**config.mk**
```make
export PLATFORM = sky130hd
export DESIGN_NAME = subtractor_serial
export DESIGN_NICKNAME = d
export VERILOG_FILES = /design/src/rtl/subtractor_pkg.sv /design/src/rtl/subtractor_full.sv /design/src/rtl/subtractor_serial.sv
export SDC_FILE = /design/constraint.sdc
export NUM_CORES = 1
export LEC_CHECK = 0
export CAP_MARGIN = 30
export CORE_MARGIN = 10
export CORE_UTILIZATION = 49
export DETAILED_ROUTE_END_ITERATION = 12
export PLACE_DENSITY = 0.79
export SYNTH_ARGS = -nofsm -noshare
export SYNTH_HDL_FRONTEND = slang
export SYNTH_SLANG_ARGS = --single-unit
```
**constraint.sdc**
```tcl
create_clock -name clk -period 1.7 [get_ports clk]
set_clock_uncertainty 0.15 [all_clocks]
set_input_delay 0.255 -clock clk [delete_from_list [all_inputs] [get_ports clk]]
set_output_delay 0.255 -clock clk [all_outputs]
set_load 0.02 [all_outputs]
```
**src/rtl/subtractor_pkg.sv**
```systemverilog
// Shared definitions for the bit-serial subtractor: controller state encoding
// and bit-counter width.
package subtractor_pkg;

    typedef enum logic [1:0] {
        IDLE  = 2'd0,
        SHIFT = 2'd1,
        DONE  = 2'd2
    } state_e;

    // Wide enough to count WIDTH-1 for the largest legal WIDTH of 16.
    localparam int CNT_W = 4;

endpackage

```
**src/rtl/subtractor_full.sv**
```systemverilog
// One-bit full subtractor: d = a - b - bin, with borrow out.
module subtractor_full (
    input  logic a,
    input  logic b,
    input  logic bin,
    output logic d,
    output logic bout
);

    assign d    = a ^ b ^ bin;
    assign bout = (~a & b) | (~(a ^ b) & bin);

endmodule

```
**src/rtl/subtractor_serial.sv**
```systemverilog
// Bit-serial subtractor: accepts num1/num2/inborrow on a valid/ready handshake,
// computes num1 - num2 - inborrow one bit per clock, LSB first.
module subtractor_serial
    import subtractor_pkg::*;
#(
    parameter int WIDTH = 4
) (
    input  logic             clk,
    input  logic             rst_n,
    input  logic             in_valid,
    output logic             in_ready,
    input  logic [WIDTH-1:0] num1,
    input  logic [WIDTH-1:0] num2,
    input  logic             inborrow,
    output logic             out_valid,
    input  logic             out_ready,
    output logic [WIDTH-1:0] diff,
    output logic             outborrow
);

    localparam logic [CNT_W-1:0] CNT_LAST = CNT_W'(WIDTH - 1);

    state_e             state_q,     state_d;
    logic [WIDTH-1:0]   a_q,         a_d;
    logic [WIDTH-1:0]   b_q,         b_d;
    logic               borrow_q,    borrow_d;
    logic [CNT_W-1:0]   cnt_q,       cnt_d;
    logic [WIDTH-1:0]   diff_q,      diff_d;
    logic               outborrow_q, outborrow_d;
    logic               in_ready_q,  in_ready_d;
    logic               out_valid_q, out_valid_d;
    logic               bit_d_s;
    logic               bit_bout_s;

    subtractor_full u_full (
        .a    (a_q[0]),
        .b    (b_q[0]),
        .bin  (borrow_q),
        .d    (bit_d_s),
        .bout (bit_bout_s)
    );

    // Next-state, datapath and handshake-output computation.
    always_comb begin
        state_d     = state_q;
        a_d         = a_q;
        b_d         = b_q;
        borrow_d    = borrow_q;
        cnt_d       = cnt_q;
        diff_d      = diff_q;
        outborrow_d = outborrow_q;
        case (state_q)
            IDLE: begin
                if (in_valid) begin
                    a_d      = num1;
                    b_d      = num2;
                    borrow_d = inborrow;
                    cnt_d    = {CNT_W{1'b0}};
                    state_d  = SHIFT;
                end else begin
                    state_d  = IDLE;
                end
            end
            SHIFT: begin
                // The minuend register doubles as the result accumulator: each
                // result bit enters at the MSB as the consumed LSB leaves.
                a_d      = {bit_d_s, a_q[WIDTH-1:1]};
                b_d      = {1'b0, b_q[WIDTH-1:1]};
                borrow_d = bit_bout_s;
                if (cnt_q == CNT_LAST) begin
                    diff_d      = {bit_d_s, a_q[WIDTH-1:1]};
                    outborrow_d = bit_bout_s;
                    state_d     = DONE;
                end else begin
                    cnt_d       = cnt_q + CNT_W'(1);
                end
            end
            DONE: begin
                if (out_ready) begin
                    state_d = IDLE;
                end else begin
                    state_d = DONE;
                end
            end
            default: begin
                state_d = IDLE;
            end
        endcase
        in_ready_d  = (state_d == IDLE);
        out_valid_d = (state_d == DONE);
    end

    // State and datapath registers with synchronous active-low reset.
    always_ff @(posedge clk) begin
        if (!rst_n) begin
            state_q     <= IDLE;
            a_q         <= {WIDTH{1'b0}};
            b_q         <= {WIDTH{1'b0}};
            borrow_q    <= 1'b0;
            cnt_q       <= {CNT_W{1'b0}};
            diff_q      <= {WIDTH{1'b0}};
            outborrow_q <= 1'b0;
            in_ready_q  <= 1'b1;
            out_valid_q <= 1'b0;
        end else begin
            state_q     <= state_d;
            a_q         <= a_d;
            b_q         <= b_d;
            borrow_q    <= borrow_d;
            cnt_q       <= cnt_d;
            diff_q      <= diff_d;
            outborrow_q <= outborrow_d;
            in_ready_q  <= in_ready_d;
            out_valid_q <= out_valid_d;
        end
    end

    assign in_ready  = in_ready_q;
    assign out_valid = out_valid_q;
    assign diff      = diff_q;
    assign outborrow = outborrow_q;

endmodule

```
==> impl_metrics.json <==
{
  "stdcell_count": 161,
  "worst_ep_required_time_ns": 1.78,
  "numCtsBuffers": 3,
  "grt_pass1_vias": 867,
  "critPathMaxStageDelay_ns": 0.39,
  "dp_cells": 157,
  "multi_input_area_um2": 482,
  "ir_drop_uv": 735,
  "nets": 150,
  "fp.dieW_um": 64.6,
  "cts_root_buffer": "clkbuf_4",
  "vias": 871,
  "fp.dieArea_um2": 4180,
  "power_density_nw_per_um2": 787,
  "cts_tree": "built",
  "clk_pin_slew_ns": 0.12,
  "hold_viol_final": 0,
  "synthFlopType": "dfxtp_1",
  "cap_violations": 0,
  "seq_area_frac_synth_pct": 45.1,
  "setup_violations": 0,
  "antenna_found_initial": 0,
  "synthArstFlopShare_pct": 0,
  "diodes": 0,
  "synth-edff-count": 0,
  "initial_utilization_pct": 50.8,
  "post-route-period-util_pct": 95.6,
  "fillCellCount": 165,
  "status": "finished, final reports clean",
  "dr.first_iter.drc_count": 35,
  "synth_cell_types": 33,
  "syn_to_final_growth_pct": 32.3,
  "grt_max_degree": 17,
  "dp_hpwl_um": 1670,
  "drv_slew": 0,
  "slew_headroom_pct": 77.6,
  "place_ws_ns": -0.0464,
  "p_total_uw": 1020,
  "drive_above_1_share_pct": 15.7,
  "clk_latency_ns": 0.32,
  "final_cell_mix": "dfxtp_1 (22), nand2_1 (14), clkdlybuf4s50_1 (12)",
  "fmax_ghz": 0.616,
  "rows": 16,
  "clock-sinks": 22,
  "crit_chain": "ha_1, nor3b_2, buf_4, a21oi_1, a211oi_1",
  "holdCritPathClass": "reg -> reg",
  "rsz0062_at_grt": "false",
  "crit_fanout": 8,
  "syn_inst": 109,
  "syn_area_um2": 976,
  "ios": 20,
  "critPathKind": "reg -> reg",
  "grt_pass1_wl_um": 3940,
  "gp_congestion": 0.758,
  "synth.net_count": 124,
  "grt_usage_pct": 11.3,
  "tightest_slew_ns": 0.335,
  "fp.coreArea_um2": 1920,
  "finalSetupTns_ns": 0,
  "synth_seq_cells": 22,
  "synth_warnings": 0,
  "grt-ovfl-total": 0,
  "final_common_cell": "dfxtp_1",
  "dr.pass1.iters": 4,
  "critPathLaunchType": "flip-flop",
  "port_buffers": 19,
  "wl_per_cell_um": 14.3,
  "avgSynthCellArea_um2": 8.95,
  "clockBufferDepth": 2,
  "htreeDepth": 1,
  "drcViolationCount": 0,
  "final_antenna_net_count": 0,
  "setup_slack_ns": 0.0756,
  "endpoint_kind": "flip-flop",
  "p_leak_uw": 0.000583,
  "final.min_clock_period_ns": 1.62,
  "seq_area_um2": 440,
  "via_per_inst": 5.41,
  "dieHeight_um": 64.6,
  "cp_data_arrival_time_ns": 1.70,
  "wl_um": 2300,
  "cp_slowest_cell": "dfxtp_1"
}
[state kept, by name, summed over array words and instances, names as in the netlist]
signal / cells
out_valid: 1
diff: 4
b_q: 4
cnt_q: 4
outborrow: 1
state_q: 2
a_q: 4
borrow_q: 1
in_ready: 1
[cell families (layout without fill, tap and decap cells)]
family          after synthesis  in the layout  share of synthesized area [%]
flops                        22             22                           45.1
fa+ha+maj                     2              2                           3.33
compound gates               33             33                           24.0
simple gates                 40             40                           20.4
buf+inv                      11             36                           6.15
mux                           1              1                           1.03
[worst paths after layout]
| kind | slack [ns] | cells after the start | from | end |
|---|---|---|---|---|
| setup / recovery | 0.08 | 5 | cnt_q[0] | outborrow |
| hold reg to reg | 0.33 | 2 | diff[2] | diff[2] |
| setup reg to reg | 0.08 | 5 | cnt_q[0] | outborrow |
| hold / removal | 0.33 | 2 | diff[2] | diff[2] |
[final cells by class]
type,count,share of cell area (%)
repair buffers,28,22.0
well taps,27,2.62
clock buffers,4,2.81
inverters,4,1.16
multi-input cells,76,37.3
flip-flops and latches,22,34.1
[power breakdown]
part           leakage, uW  switching (uW)  internal [uW]
Sequential        0.000180            18.3            541
Combinational     0.000381            76.1           85.2
Clock            0.0000210             164            131
Total             0.000583             259            757
[per-layer routing]
layer	up-vias	global-route usage [%]	part of all wire [%]
li1	447	-	-
met3	4	5.33	9.1
met5	-	0	0
met4	0	4.01	1.1
met1	392	13.3	43
met2	28	17.7	46
[repair_timing]
action | in CTS | in global routing
endpoints found under the hold margin | 0 | 0
pin swaps | 0 | 0
resized for setup | 1 | 9
endpoints found under the setup margin | 1 | 12
hold buffers | 0 | 0
buffers inserted | 0 | 0
gates cloned | 0 | 0
[cells in the mapped netlist, types with 2 or more instances]
cell type	number	share of area [%]
inv_1	3	1.2
a211oi_1	2	1.5
o21ai_0	6	3.1
nand3_1	7	3.6
a21oi_1	8	4.1
nor2_1	9	3.5
o21a_1	2	1.5
nand2_1	14	5.4
nor3b_1	2	1.5
dfxtp_1	22	45
or3_1	2	1.3
buf_2	3	1.5
o211ai_1	2	1.5
a311oi_1	7	6.3
buf_4	2	1.5
[critical path: cells and delay by family (launching register included)]
family | cells | cell delay [ns]
fa+ha+maj | 1 | 0.20
simple gates | 1 | 0.28
compound gates | 2 | 0.31
buf+inv | 1 | 0.21
flops | 1 | 0.39
[stage by stage]
step           util (%)  hold slack [ns]  instance area (um2)
2_1_floorplan         -            0.181                  976
3_3_place_gp       64.3            0.312                 1230
3_5_place_dp       64.3            0.317                 1230
4_1_cts            66.1            0.340                 1270
5_1_grt            67.2            0.345                 1290
6_report           67.2            0.333                 1290
(Power assumes the default switching activity.)
